File: config.mk
export PLATFORM = sky130hd
export DESIGN_NAME = riscv_wb_arb
export DESIGN_NICKNAME = d
export VERILOG_FILES = /design/src/rtl/riscv_wb_arb.sv
export SDC_FILE = /design/constraint.sdc
export NUM_CORES = 1
export LEC_CHECK = 0
export BUFFER_PORTS_ARGS = -buffer_cell sky130_fd_sc_hd__buf_2
export CORE_ASPECT_RATIO = 1.2
export CORE_MARGIN = 1.5
export CORE_UTILIZATION = 30
export DETAILED_ROUTE_END_ITERATION = 6
export HOLD_SLACK_MARGIN = 0.03
export PLACE_DENSITY = 0.45
export SLEW_MARGIN = 20
export SYNTH_ARGS = -nofsm -noshare
export SYNTH_HDL_FRONTEND = slang
export SYNTH_SLANG_ARGS = --single-unit
File: constraint.sdc
create_clock -name clock -period 9.5 [get_ports clock]
set_clock_uncertainty 0.2 [all_clocks]
set_input_delay 1.425 -clock clock [delete_from_list [all_inputs] [get_ports clock]]
set_output_delay 1.425 -clock clock [all_outputs]
set_load 0.005 [all_outputs]
File: src/rtl/riscv_wb_arb.sv
// Writeback arbiter: buffers completed results per functional unit and drains
// them round-robin onto the register-file write ports, never writing one rd twice per cycle.

package riscv_pkg;
  localparam int REGISTER_PORTS = 2;
endpackage

module riscv_wb_arb #(
  parameter int SOURCES = 4,
  parameter int PORTS   = riscv_pkg::REGISTER_PORTS,
  parameter int DEPTH   = 2
) (
  input  logic                     clock,
  input  logic                     reset,
  input  logic [SOURCES-1:0]       src_valid,
  input  logic [SOURCES-1:0][4:0]  src_rd,
  input  logic [SOURCES-1:0][31:0] src_data,
  output logic [SOURCES-1:0]       src_ready,
  output logic [PORTS-1:0]         register_write_en,
  output logic [PORTS-1:0][4:0]    register_write,
  output logic [PORTS-1:0][31:0]   register_write_data,
  output logic                     wb_idle
);

  localparam int AW = (DEPTH > 1) ? $clog2(DEPTH) : 1;
  localparam int CW = AW + 1;
  localparam int SW = (SOURCES > 1) ? $clog2(SOURCES) : 1;

  logic [4:0]                  r_memRd   [SOURCES][DEPTH];
  logic [31:0]                 r_memData [SOURCES][DEPTH];
  logic [SOURCES-1:0][AW-1:0]  r_wrPtr;
  logic [SOURCES-1:0][AW-1:0]  r_rdPtr;
  logic [SOURCES-1:0][CW-1:0]  r_count;
  logic [SW-1:0]               r_rrPtr;

  logic [SOURCES-1:0]          w_push;
  logic [SOURCES-1:0]          w_pop;
  logic [SOURCES-1:0][CW-1:0]  w_countNext;
  logic [PORTS-1:0]            w_grantEn;
  logic [PORTS-1:0][4:0]       w_grantRd;
  logic [PORTS-1:0][31:0]      w_grantData;
  logic                        w_anyGrant;
  logic [SW-1:0]               w_lastIdx;
  logic [SW-1:0]               w_rrNext;
  logic                        w_allEmptyNext;

  // Ready looks only at the registered count, so a full FIFO stays closed even if it pops this cycle.
  always_comb begin
    src_ready = '0;
    w_push    = '0;
    for (int n = 0; n < SOURCES; n++) begin
      src_ready[n] = (r_count[n] < CW'(DEPTH)) && !reset;
      w_push[n]    = src_valid[n] && src_ready[n];
    end
  end

  always_comb begin : arbitrate
    int            used;
    logic          conflict;
    logic [SW-1:0] idx;
    logic [4:0]    headRd;
    logic [31:0]   headData;
    used        = 0;
    conflict    = 1'b0;
    idx         = '0;
    headRd      = '0;
    headData    = '0;
    w_pop       = '0;
    w_grantEn   = '0;
    w_grantRd   = '0;
    w_grantData = '0;
    w_anyGrant  = 1'b0;
    w_lastIdx   = '0;
    for (int k = 0; k < SOURCES; k++) begin
      idx      = SW'((int'(r_rrPtr) + k) % SOURCES);
      headRd   = r_memRd[idx][r_rdPtr[idx]];
      headData = r_memData[idx][r_rdPtr[idx]];
      conflict = 1'b0;
      if (r_count[idx] != '0) begin
        // x0 writes are architecturally discarded, so they drain without using a port.
        if (headRd == 5'd0) begin
          w_pop[idx] = 1'b1;
        end else if (used < PORTS) begin
          for (int p = 0; p < PORTS; p++) begin
            if (w_grantEn[p] && (w_grantRd[p] == headRd)) conflict = 1'b1;
          end
          if (!conflict) begin
            for (int p = 0; p < PORTS; p++) begin
              if (p == used) begin
                w_grantEn[p]   = 1'b1;
                w_grantRd[p]   = headRd;
                w_grantData[p] = headData;
              end
            end
            used       = used + 1;
            w_pop[idx] = 1'b1;
            w_lastIdx  = idx;
            w_anyGrant = 1'b1;
          end
        end
      end
    end
  end

  always_comb begin
    w_allEmptyNext = 1'b1;
    w_countNext    = '0;
    for (int n = 0; n < SOURCES; n++) begin
      w_countNext[n] = r_count[n] + CW'(w_push[n]) - CW'(w_pop[n]);
      if (w_countNext[n] != '0) w_allEmptyNext = 1'b0;
    end
    w_rrNext = (w_lastIdx == SW'(SOURCES - 1)) ? '0 : w_lastIdx + 1'b1;
  end

  always_ff @(posedge clock) begin
    if (reset) begin
      r_wrPtr             <= '0;
      r_rdPtr             <= '0;
      r_count             <= '0;
      r_rrPtr             <= '0;
      register_write_en   <= '0;
      register_write      <= '0;
      register_write_data <= '0;
      wb_idle             <= 1'b1;
    end else begin
      for (int n = 0; n < SOURCES; n++) begin
        if (w_push[n]) begin
          r_memRd[n][r_wrPtr[n]]   <= src_rd[n];
          r_memData[n][r_wrPtr[n]] <= src_data[n];
          r_wrPtr[n]               <= r_wrPtr[n] + 1'b1;
        end
        if (w_pop[n]) r_rdPtr[n] <= r_rdPtr[n] + 1'b1;
        r_count[n] <= w_countNext[n];
      end
      if (w_anyGrant) r_rrPtr <= w_rrNext;
      // Ungranted ports keep their last rd/data; only the strobe drops.
      for (int p = 0; p < PORTS; p++) begin
        register_write_en[p] <= w_grantEn[p];
        if (w_grantEn[p]) begin
          register_write[p]      <= w_grantRd[p];
          register_write_data[p] <= w_grantData[p];
        end
      end
      wb_idle <= w_allEmptyNext && !(|w_grantEn);
    end
  end

endmodule

======== After elaboration in Yosys (flattened, before gate mapping) ========
Memories as Yosys holds them, arrays and structs flattened. A register that Yosys moved wholly into a read port is not among the register bits.
Index checks and enable logic that the tools add are counted.
word-level totals
  register bits after elaboration ......... 95
  memory bits (writable) .................. 296
  bits of input ports ..................... 154
  output and inout port bits .............. 81
  word-level logic and storage cells ...... 342
  memories kept ........................... 2
operators by class
  $add $sub $neg .......................... 22
  magnitude comparators ................... 27
  equality and inequality tests ........... 9
  mux-type cells .......................... 212
  bitwise logic cells ..................... 11
  reductions and logical operators ........ 40
memories
  memory     words  bits a word  rd ports  clocked after Yosys merged registers in  wr ports  line  text
  r_memData  4      64           4         1                                        4         30    logic [31:0] r_memData [SOURCES][DEPTH];
  r_memRd    4      10           4         1                                        4         29    logic [4:0] r_memRd [SOURCES][DEPTH];
operators with widths
  kind                                                                            count
  32-bit two-way mux                                                              32
  64-bit two-way mux                                                              16
  10-bit two-way mux                                                              16
  32-bit demux with 1-bit select                                                  4
  5-bit two-way mux                                                               24
  2-bit by 32-bit equality test with 1-bit output (first input constant)          3
  32-bit zero test                                                                3
  32-bit by 3-bit less-than comparator with 1-bit output (second input constant)  3
  2-bit two-way mux                                                               35
  32-bit by 2-bit adder with 32-bit output (second input constant)                2
  1-bit two-way mux                                                               56
  4-bit two-way mux                                                               13
  5-bit equality test                                                             5
  1-bit logical AND                                                               22
  5-bit demux with 1-bit select                                                   4
  5-bit zero test                                                                 4
  2-bit binary-select mux with 2-bit select                                       4
  2-bit greater-or-equal comparator (second input constant)                       8
  1-bit NOT with 2-bit output                                                     8
  2-bit nonzero test                                                              8
  2-bit by 3-bit less-than comparator with 1-bit output (second input constant)   4
  4-bit OR                                                                        3
  1-bit adder (second input constant)                                             8
  2-bit by 1-bit adder with 2-bit output                                          4
  other kinds (11)                                                                32

======== Longest topological paths before layout ========
Gate-level depths: netlist of the first run.
  depth after elaboration ................. 48
  gate-level depth with buffers ........... 37
  gate-level depth less buffers ........... 27

======== Worst setup path after synthesis of the first run ========
Ideal clock, no wire load.
  path kind ............................... reg2reg
  start point ............................. register r_rrPtr[0]
  end point ............................... register wb_idle
  library setup time ...................... 0.096 ns
  arrival time ............................ 8.275 ns
  required time ........................... 9.204 ns
  path slack .............................. 0.929 ns
  stages on the path, launching flop included .. 35
  buffers on the path ..................... 10
  period minus slack after synthesis ...... 8.571 ns
  cell sequence ........................... dfxtp_1 buf_6 buf_2 inv_2 buf_1 buf_1 clkbuf_1 buf_1 ha_1 mux2i_1 mux2i_1 mux4_2 xor2_1 a31oi_2 a21bo_1 buf_4 clkbuf_1 clkbuf_1 ha_1 and2_1 buf_2 nand2_2 o21ai_0 o31ai_1 a2111o_1 o211ai_1 nand2_1 ha_1 inv_1 ha_1 xor2_1 xnor2_1 and3_1 nand4_1 o41ai_2
on the way
  elaborated cells between the ends (all ways) .. 174
  classes of those cells .................. add/sub: 9; order compare: 11; eq/ne: 8; mux: 111; bitwise: 7; reduce/logical: 27; memory: 1
RTL lines
  element                                                                                            line  text
  from (decl)                                                                                        34    logic [SW-1:0] r_rrPtr;
  from (signal assigned)                                                                             135   if (w_anyGrant) r_rrPtr <= w_rrNext;
  parallel branches: the longest is 40 deep, another holds 32-bit by 2-bit adder with 32-bit output  --
  4-bit two-way mux (*)                                                                              79    if (r_count[idx] != '0) begin
  named net w_pop[2]                                                                                 37    logic [SOURCES-1:0] w_pop;
  2-bit by 1-bit subtractor with 2-bit output (*)                                                    109   w_countNext[n] = r_count[n] + CW'(w_push[n]) - CW'(w_pop[n]);
  2-bit nonzero test (*)                                                                             110   if (w_countNext[n] != '0) w_allEmptyNext = 1'b0;
  1-bit two-way mux (*) (2 in a row)                                                                 110
  1-bit logical AND (*)                                                                              144   wb_idle <= w_allEmptyNext && !(|w_grantEn);
  to (signal assigned)                                                                               144
  to (decl)                                                                                          22    output logic wb_idle
Mark *: on every way through the listed nets, which the timed path passes. The select of a mux whose other input is x is not followed.
A chain may end at the register's enable or synchronous reset.

======== Worst setup path in the final report of the first run ========
  start point ............................. register r_rrPtr[0]
  end point ............................... register register_write_data[4] in the netlist's numbering
on the way
  longest elaborated chain between the ends .. 41
  elaborated cells between the ends (all ways) .. 151
  classes of those cells .................. add/sub: 5; order compare: 3; eq/ne: 7; mux: 114; bitwise: 4; reduce/logical: 16; memory: 2
ends and longest elaborated chain
  element                                                                                            line  text
  parallel branches: the longest is 41 deep, another holds 32-bit by 2-bit adder with 32-bit output  --
  to (signal, indexed assignment)                                                                    141   register_write_data[p] <= w_grantData[p];
  to (decl)                                                                                          21    output logic [PORTS-1:0][31:0] register_write_data,
Several ways; the timed one is not identified. The select of a mux whose other input is x is not followed.

==> results of run 1 <==
[layout make-up]
class                           instances  area [sq um]
Antenna cell                            2          5.00
Clock buffer                           53          1210
Clock inverter                         29           219
Fill cell                            7901         53500
Inverter                               20          83.8
Multi-Input combinational cell       1223         13200
Sequential cell                       393         10800
Tap cell                             1053          1320
Timing Repair Buffer                  276          1490
[layout by cell type, fill, tap and decap left out, drive strengths merged, types with 18 or more instances in the layout]
cell,count
a21oi,83
a221o,36
buf,276
clkbuf,53
dfxtp,97
edfxtp,296
ha,18
inv,25
mux2i,153
mux4,289
nand2,59
nand4,41
nor2,137
nor3,90
o21ai,43
o221ai,35
o31ai,42
[cell families (layout without fill, tap and decap cells)]
group	count (synthesis)	count (layout)	share of synthesized area, %
compound gates	323	323	9.73
xor+xnor	19	19	0.672
fa+ha+maj	18	18	0.909
buf+inv	194	378	3.47
flops	393	393	43.7
mux	457	457	33.2
other cells	0	2	0
simple gates	406	406	8.27
[how the worst max path moves through the flow]
stage                                  end  startpoint  slack, ps
global placement                   wb_idle  r_rrPtr[0]       1750
floorplan                          wb_idle  r_rrPtr[0]        930
CTS                                wb_idle  r_rrPtr[0]       1560
finish              register_write_data[4]  r_rrPtr[0]       1570
detailed placement                 wb_idle  r_rrPtr[0]       1610
global route                       wb_idle  r_rrPtr[0]        940
[power groups by stage]
stage	clock, mW	combinational [mW]	sequential [mW]
final	1.70	7.76	2.43
after global routing	1.81	8.35	2.45
after CTS	1.75	7.76	2.43
after detailed placement	0	7.74	2.47
after global placement	0	7.69	2.46
after floorplan	0	5.61	2.28
[stage by stage]
stage	instance area, sq um	setup WS (ps)	power [mW]
6_report	28400	1570	11.9
5_1_grt	28400	936	12.6
4_1_cts	28400	1560	11.9
3_5_place_dp	26900	1610	10.2
3_3_place_gp	26900	1750	10.2
2_1_floorplan	24800	929	7.90
[registers in the layout (all words and copies together), names as in the netlist, 4 cells and up, named ones only]
register             count
r_count                  8
r_memData              256
r_memRd                 40
r_rdPtr                  4
r_wrPtr                  4
register_write          10
register_write_data     64
[critical path: cells and delay by family (launching register included)]
kind	cells	cell delay (ps)
AOI/OAI and AO/OA	7	2140
xor gates and xnor gates	1	190
adders and majority gates	2	800
buffers and inverters	3	1130
DFF	1	640
muxes	3	1390
and+or+nand+nor	3	1230
[per-layer routing]
| layer | share of wire (%) | wire length, um | up-vias |
|---|---|---|---|
| li1 | - | - | 7846 |
| met1 | 40 | 36800 | 9448 |
| met2 | 50 | 46600 | 780 |
| met3 | 5.8 | 5410 | 188 |
| met4 | 4.6 | 4270 | 2 |
| met5 | 0.014 | 13 | - |
==> run metrics, run 1 <==
hold depth=1; clk_lat worst skew=600 ps; reg2reg setup slack=1570 ps; pin count of the biggest net entering global routing=75; height of the die=approximately 320 um; first-pass GRT wire length=135000 um; total setup buffers inserted after CTS=0; layer with the highest usage=met2; final setup fails=0; switching power=5.81 mW; num rows=115; final core utilization=between 30% and 40%; drt pass-1 iters=5; Worst Hold End=register_write_data[13]; worst-path cell chain=inv_8 -> ha_4 -> mux2i_1 -> mux2i_1 -> mux4_2 -> xor2_1 -> a31oi_2 -> a21bo_2 -> buf_4 -> ha_1 -> and2_1 -> nand2_2 -> o21ai_0 -> o31ai_1 -> a2111o_1 -> o21a_2 -> buf_4 -> and2_2 -> a221o_1; critical path data required time=between 9000 and 10000 ps; M1 GR Usage=between 20% and 30%; outcome=finished clean; post-synthesis cell count=1810; gr ovfl total=0; EDFF count, synth=about 300; RSZ-0062 raised after global routing=false; Sw Ratio=48.9%; DR vias=18300; Vias per Instance=5.99; GRT Util Overall=a little over a fifth; syn nets=1982; Remaining DRCs=0; vias in the first global route=around 19000; hpwl dp=~60000 um; Sequential Power Share=20.4%; Hold Path Class=reg2reg; Routability Congestion=~0.86; Logic pwr share=65.3%; Hold Crit Start=register_write_data[13]; P_int=6.08 mW; hold_ws=286 ps; CTS H-tree lvls=2; Worst setup EP type=flop; P per Cell Area=419 nW/um^2; layout overhead on the synthesized area=14.5%; Max VDD drop=between 0.0003 and 0.0004 V; slowest stage cell, crit path=dfxtp_4; yosys warns=0; Yosys top cell area share=35.9%; GRT met3 Usage=3.52%; syn avg cell area=~14 sq um; slew margin rel.=26.6%; ANT nets after route=0; placed insts=between 2000 and 3000; # clock sinks=between 300 and 400; hold buffer count at cts=0; R2R cell count=19; grt met2 use=between 30% and 40%; r2r startpoint=r_rrPtr[0]; Worst-Margin Slew=1100 ps; Async SR Flop Fraction=0%; share of cells above drive strength 1=35.7%; WL/cell=30.5 um; Worst-path clk slew=60 ps; Lkg Pwr=approximately 10 nW; final setup TNS=0 ps; num ports=235; initial core utilization=a little under a third; sequential element share of the synthesized area=a little over two fifths; Placeable Area=around 82000 sq um; library cells used by synthesis=84; CTS tree=yes; ys flop type=edfxtp_1; number of CTS-inserted buffers=between 40 and 50; final worst-path cycle share=83.4%; cell type with the largest total area after synthesis=edfxtp_1; Clk pwr share=around 14%; Die W=265 um; Commonest cells post-synth=edfxtp_1 (296), mux4_2 (289), mux2i_1 (151); Final Non-Filler Cells=3049; max incr delay on CP=about 640 ps; Die ar.=84300 sq um; startpoint class of the critical path=flop; CP Class=reg2reg; Final Hold Viols=0; #FFs+latches synth=393; count leader, synth=edfxtp_1; drt first-iter violations=1602; CTS Root Cell=clkbuf_16; clock period minus worst slack=a little under 8000 ps; clk buf depth=3; synthesized area=24800 sq um; Max Slew Vio Count=0; I/O Buffers=234; reg2reg end=register_write_data[4]; Max-cap violations=0; Arrival @ worst endpoint=8210 ps; initial antenna violation count=3; FMAX=0.126 GHz; final WL=around 93000 um; top post-synthesis cells by area=edfxtp_1 (36%), mux4_2 (26%), dfxtp_1 (7.8%); nets=2130; CTS resizes=0; crit-path max FO=47
Note: power is estimated with default switching activity, not from simulation.
==> run 2: changes to the inputs <==
--- a/config.mk
+++ b/config.mk
@@ -11,7 +11,7 @@
 export CORE_UTILIZATION = 30
 export DETAILED_ROUTE_END_ITERATION = 6
 export HOLD_SLACK_MARGIN = 0.03
-export PLACE_DENSITY = 0.45
+export PLACE_DENSITY = 0.47
 export SLEW_MARGIN = 20
 export SYNTH_ARGS = -nofsm -noshare
 export SYNTH_HDL_FRONTEND = slang
==> constraint.sdc (replaced) <==
create_clock -name clock -period 6.95 [get_ports clock]
set_clock_uncertainty 0.2 [all_clocks]
set_input_delay 1.0425 -clock clock [delete_from_list [all_inputs] [get_ports clock]]
set_output_delay 1.0425 -clock clock [all_outputs]
set_load 0.005 [all_outputs]
==> run 2 against run 1 <==
Effect of this change: die area is the same; via count increased by 0.74%; register-to-register slack worse by 1200 ps; cell count is 0.59% higher; power is 39% higher; clock power up 37%; global-route usage rose by 0.11 points; largest cell class unchanged; largest power group unchanged; highest routed layer unchanged.
==> run metrics, run 2 (synthesis gave the netlist of run 1 again) <==
# clock sinks=393 (unchanged); number of CTS-inserted buffers=42 (-4.5%); wl on met1=37900 um (+3.0%); final worst-path cycle share=94.6% (+11 points); Pwr Total=16.5 mW (+39%); initial antenna violation count=15 (+12); Buf/Inv on CP=5 (+2); share of cells above drive strength 1=36.6% (+0.93 points); footprint of the multi-input gates=13200 sq um (+0.30%); final setup TNS=0 ps (unchanged); Worst-path clk slew=60 ps (about the same); final setup fails=0 (unchanged); CTS H-tree lvls=2 (unchanged); num ports=235 (unchanged); commonest non-fill, non-tap cells in the layout=edfxtp_1 (296), mux4_2 (286), buf_2 (233); fin area=28600 sq um (+0.72%); Arrival @ worst endpoint=6870 ps (-1340 ps); ANT nets after route=0 (unchanged); first-pass GRT wire length=136000 um (+0.64%); layout overhead on the synthesized area=15.3%; final WL=93900 um (+0.88%); Max-cap violations=0 (unchanged); I/O Buffers=234 (unchanged); commonest non-fill, non-tap cell in the layout=edfxtp_1; startpoint class of the critical path=flop; r2r startpoint=r_rdPtr[0]; Die ar.=84300 sq um (unchanged); metal3 WL=6130 um (+13%); Remaining DRCs=0 (unchanged); slowest stage cell, crit path=mux4_4; drt first-iter violations=1448 (-9.6%); vias in the first global route=19000 (+0.23%); CTS resizes=0 (unchanged); CTS tree=yes; Critical Path End=wb_idle; Lkg Pwr=9.86 nW (+1.2%); Final Hold Viols=0 (unchanged); Top Layer Used=met5; gr ovfl total=0 (unchanged); reg2reg setup slack=370 ps (-1200 ps); Routability Congestion=0.884 (+2.7%); drt pass-1 iters=5 (unchanged); max incr delay on CP=760 ps (+120 ps); total setup buffers inserted after CTS=0 (unchanged); P per Cell Area=579 nW/um^2 (+38%); Max VDD drop=0.000481 V (+26%); reg2reg end=wb_idle; FF+latch area=10800 sq um (about the same); WL met2=45100 um (-3.1%); R2R cell count=25 (+6); crit-path max FO=14 (-70%); slew margin rel.=22.1% (-4.5 points); WL/cell=30.6 um (+0.29%); hold buffer count at cts=0 (unchanged); Worst-Margin Slew=1170 ps (+67.1 ps); pin count of the biggest net entering global routing=75 (unchanged); clk buf depth=3 (unchanged); FMAX=0.152 GHz (+21%); GRT Util Overall=22.0% (+0.11 points); clock period minus worst slack=6580 ps (-1350 ps); final core utilization=34.9% (+0.25 points); outcome=finished clean; critical path data required time=7240 ps (-2540 ps); fill count=7844 (-0.72%); Hold Path Class=reg2reg; nets=2149 (+0.89%); Worst Setup SP=r_rdPtr[0]; hpwl dp=61000 um (+1.1%); Worst setup EP type=flop; clk_lat worst skew=610 ps (about the same); height of the die=318 um (unchanged); num rows=115 (unchanged); Die W=265 um (unchanged); DR vias=18400 (+0.74%); Vias per Instance=6.00 (+0.15%); placed cell areas=27100 sq um (+0.79%); delay-heaviest family, CP=compound AO/OA/AOI/OAI gates; Stages on worst setup path=25 (+6); CP Class=reg2reg; Placeable Area=81900 sq um (unchanged); number of flip-flops in the largest register=256 (unchanged); Max Slew Vio Count=0 (unchanged); Crit path top cell by count=ha_1; initial core utilization=30.3% (unchanged); CTS Root Cell=clkbuf_16
[run 2: cell types whose count changed in the layout (fill, tap and decap cells not counted), sizes merged]
cell	change
buf	+21
clkbuf	-5
inv	-4
bufinv	+3
clkinv	+3
clkinvlp	-3
diode	+3
[run 2: worst reg2reg max path: cells and delay by family, from the launching register on]
kind	cells	cell delay, ps
mux	2	1000
compound gates	7	1930
simple gates	8	1450
buf+inv	5	640
flops	1	510
fa+ha+maj	3	730
[run 2: worst min path at each step]
stage,cells past startpoint,startpoint,endpoint,slack [ps]
CTS,1,register_write_data[24],register_write_data[24],380
floorplan,1,register_write_data[0],register_write_data[0],280
global placement,1,register_write_data[14],register_write_data[14],370
global route,1,register_write_data[14],register_write_data[14],390
detailed placement,1,register_write_data[24],register_write_data[24],370
finish,1,register_write_data[15],register_write_data[15],380
[run 2: area by class of cell]
cell class              count  share of cell area [%]
diodes                      5                  0.0438
multi-input cells        1223                    46.4
inverters                  20                   0.293
well taps                1053                    4.61
repair buffers            297                    5.90
clock inverters            28                   0.942
flip-flops and latches    393                    38.0
clock buffers              48                    3.90
[run 2: stage by stage]
step	setup slack [ps]	cells	hold slack, ps
finish	374	3067	378
global route	-36.1	3063	391
CTS	207	3062	385
detailed placement	279	2986	370
global placement	384	2985	369
floorplan	41.5	1810	279
[run 2: layer usage]
layer | vias up | global-route usage [%]
met5 | - | 0
met4 | 18 | 10.5
met1 | 9543 | 27.9
li1 | 7879 | -
met3 | 204 | 4.31
met2 | 756 | 36.1
[run 2: power breakdown]
part / total [mW] / switching [mW] / internal (mW) / leakage (nW)
clock: 2.33 / 1.02 / 1.31 / 0.681
combinational: 10.9 / 6.66 / 4.25 / 5.67
sequential: 3.29 / 0.379 / 2.91 / 3.51
total: 16.5 / 8.06 / 8.47 / 9.86
==> run 3: changes to the inputs <==
--- a/config.mk
+++ b/config.mk
@@ -8,10 +8,10 @@
 export BUFFER_PORTS_ARGS = -buffer_cell sky130_fd_sc_hd__buf_2
 export CORE_ASPECT_RATIO = 1.2
 export CORE_MARGIN = 1.5
-export CORE_UTILIZATION = 30
+export CORE_UTILIZATION = 35
 export DETAILED_ROUTE_END_ITERATION = 6
 export HOLD_SLACK_MARGIN = 0.03
-export PLACE_DENSITY = 0.47
+export PLACE_DENSITY = 0.53
 export SLEW_MARGIN = 20
 export SYNTH_ARGS = -nofsm -noshare
 export SYNTH_HDL_FRONTEND = slang
==> run 3 against run 2 <==
Effect of this change: via count is 1.6% higher; cell count is 4.5% lower; sequential power hardly changed; power is 0.58% lower; register-to-register slack worse by 40 ps; clock power hardly changed; sequential share of layout area is 0.20 points higher; largest power group unchanged; flip-flop and latch count stayed put; global-route usage is 2.4 points higher.
==> run metrics, run 3 (synthesis gave the netlist of run 1 again) <==
FMAX=0.151 GHz (-0.57%); nets=2146 (-0.14%); Routability Congestion=0.890 (+0.76%); clock period minus worst slack=6610 ps (+37.4 ps); Worst setup EP type=flop; # clock sinks=393 (unchanged); number of flip-flops in the largest register=256 (unchanged); Arrival @ worst endpoint=6930 ps (+60 ps); CP Class=reg2reg; max incr delay on CP=760 ps (about the same); layout overhead on the synthesized area=14.7%; final setup TNS=0 ps (unchanged); Max-cap violations=0 (unchanged); CTS Root Cell=clkbuf_16; height of the die=294 um (-7.3%); first-pass GRT wire length=130000 um (-4.4%); Max Slew Vio Count=0 (unchanged); final setup fails=0 (unchanged); Buf/Inv on CP=5 (unchanged); clk_lat worst skew=610 ps (about the same); drt first-iter violations=2045 (+41%); Die W=246 um (-7.3%); Hold Path Class=reg2reg; Vias per Instance=6.38 (+6.4%); fill count=6438 (-18%); commonest non-fill, non-tap cells in the layout=edfxtp_1 (296), mux4_2 (286), buf_2 (233); FF+latch area=10800 sq um (unchanged); slew margin rel.=25.8% (+3.7 points); final core utilization=40.7% (+5.8 points); hpwl dp=57900 um (-5.0%); startpoint class of the critical path=flop; I/O Buffers=234 (unchanged); PnR worst setup slack=337 ps (-37.4 ps); Placeable Area=69900 sq um (-15%); Worst-path clk slew=70 ps (about the same); slowest stage cell, crit path=mux4_4; Die ar.=72400 sq um (-14%); GRT Util Overall=24.5% (+2.4 points); num rows=106 (-7.8%); reg2reg setup slack=340 ps (-40 ps); share of cells above drive strength 1=36.4% (-0.20 points); vias in the first global route=18800 (-0.72%); CTS H-tree lvls=2 (unchanged); initial core utilization=35.4% (+5.2 points); number of CTS-inserted buffers=44 (+4.8%); DR vias=18700 (+1.6%); P per Cell Area=578 nW/um^2 (about the same); drt pass-1 iters=5 (unchanged); commonest non-fill, non-tap cell in the layout=edfxtp_1; ANT nets after route=0 (unchanged); WL/cell=30.4 um (-0.73%); Final Hold Viols=0 (unchanged); final worst-path cycle share=95.2% (+0.54 points); gr ovfl total=0 (unchanged); outcome=finished clean; delay-heaviest family, CP=compound AO/OA/AOI/OAI gates; Crit path top cell by count=ha_1; Remaining DRCs=0 (unchanged); pin count of the biggest net entering global routing=75 (unchanged); Worst-Margin Slew=1110 ps (-54.9 ps); final WL=89100 um (-5.2%); critical path data required time=7270 ps (+30 ps); Lkg Pwr=9.85 nW (-0.16%); footprint of the multi-input gates=13200 sq um (about the same); Setup WS pre-CTS=315 ps (+35.7 ps); num ports=235 (unchanged); crit-path max FO=63 (+49); CTS tree=yes; clk buf depth=3 (unchanged); initial antenna violation count=5 (-10); Max VDD drop=0.000603 V (+26%); hold buffer count at cts=0 (unchanged)
run 3: changes by cell type in the layout (fill, tap and decap cells not counted), moves of 4 or more:
cell / before / now
inv_6: 1 / 6
clkinvlp_4: 3 / 7
buf_4: 60 / 52
clkinv_2: 13 / 5
run 3: what timing repair did:
action	in CTS	in global routing
buffers inserted	0	2
setup endpoints to repair	0	1
resized for setup	0	7
endpoints found under the hold margin	0	0
run 3: worst paths after layout:
check	startpoint	end	depth (start not counted)
worst max register to register	r_rrPtr[0]	wb_idle	27
worst max-delay path	r_rrPtr[0]	wb_idle	27
worst min-delay path	register_write_data[17]	register_write_data[17]	1
worst min register to register	register_write_data[17]	register_write_data[17]	1
run 3: worst register-to-register path: stages, from the launching register on:
cell      delay (ps)
dfxtp_4          410
buf_16           270
mux4_4           800
buf_4            250
mux2i_1          150
nor2_1           190
nand3_1          120
a31oi_2          300
a21bo_2          300
inv_2             60
nor2_2           160
inv_1             80
ha_1             190
and2_1           200
a211o_1          350
a21oi_1          170
o22ai_1          130
a2111o_1         480
o211ai_1         280
nand2_1          110
ha_1             280
inv_1             40
ha_1             180
xor2_1           150
xnor2_1          190
and3_1           200
nand4_1          110
o41ai_2          210
run 3: layout make-up:
type	instances	share of cell area [%]
Antenna cell	3	0.0264
Clock buffer	51	4.04
Clock inverter	30	1.02
Inverter	20	0.295
Multi-Input combinational cell	1223	46.6
Sequential cell	393	38.1
Tap cell	918	4.04
Timing Repair Buffer	292	5.84
run 3: layer usage:
metal	global-route usage, %	wire length, um	up-vias
met2	40.3	43200	902
met1	31.9	36100	9727
li1	-	-	7873
met5	0	17	-
met4	10.8	4160	2
met3	3.82	5610	193
run 3: where the power goes:
group	leakage, nW	switching [mW]	internal (mW)
clock	0.679	1.05	1.29
combinational	5.65	6.54	4.25
sequential	3.51	0.392	2.91
run 3: through the flow:
step                      total power, mW  instance area, sq um  instances  hold slack (ps)
after global routing                 17.4                 28400       2927              372
after global placement               13.9                 26900       2844              342
after CTS                            16.4                 28400       2925              362
final                                16.4                 28400       2930              353
after detailed placement             14.0                 26900       2844              347
after floorplan                      10.8                 24900       1810              279
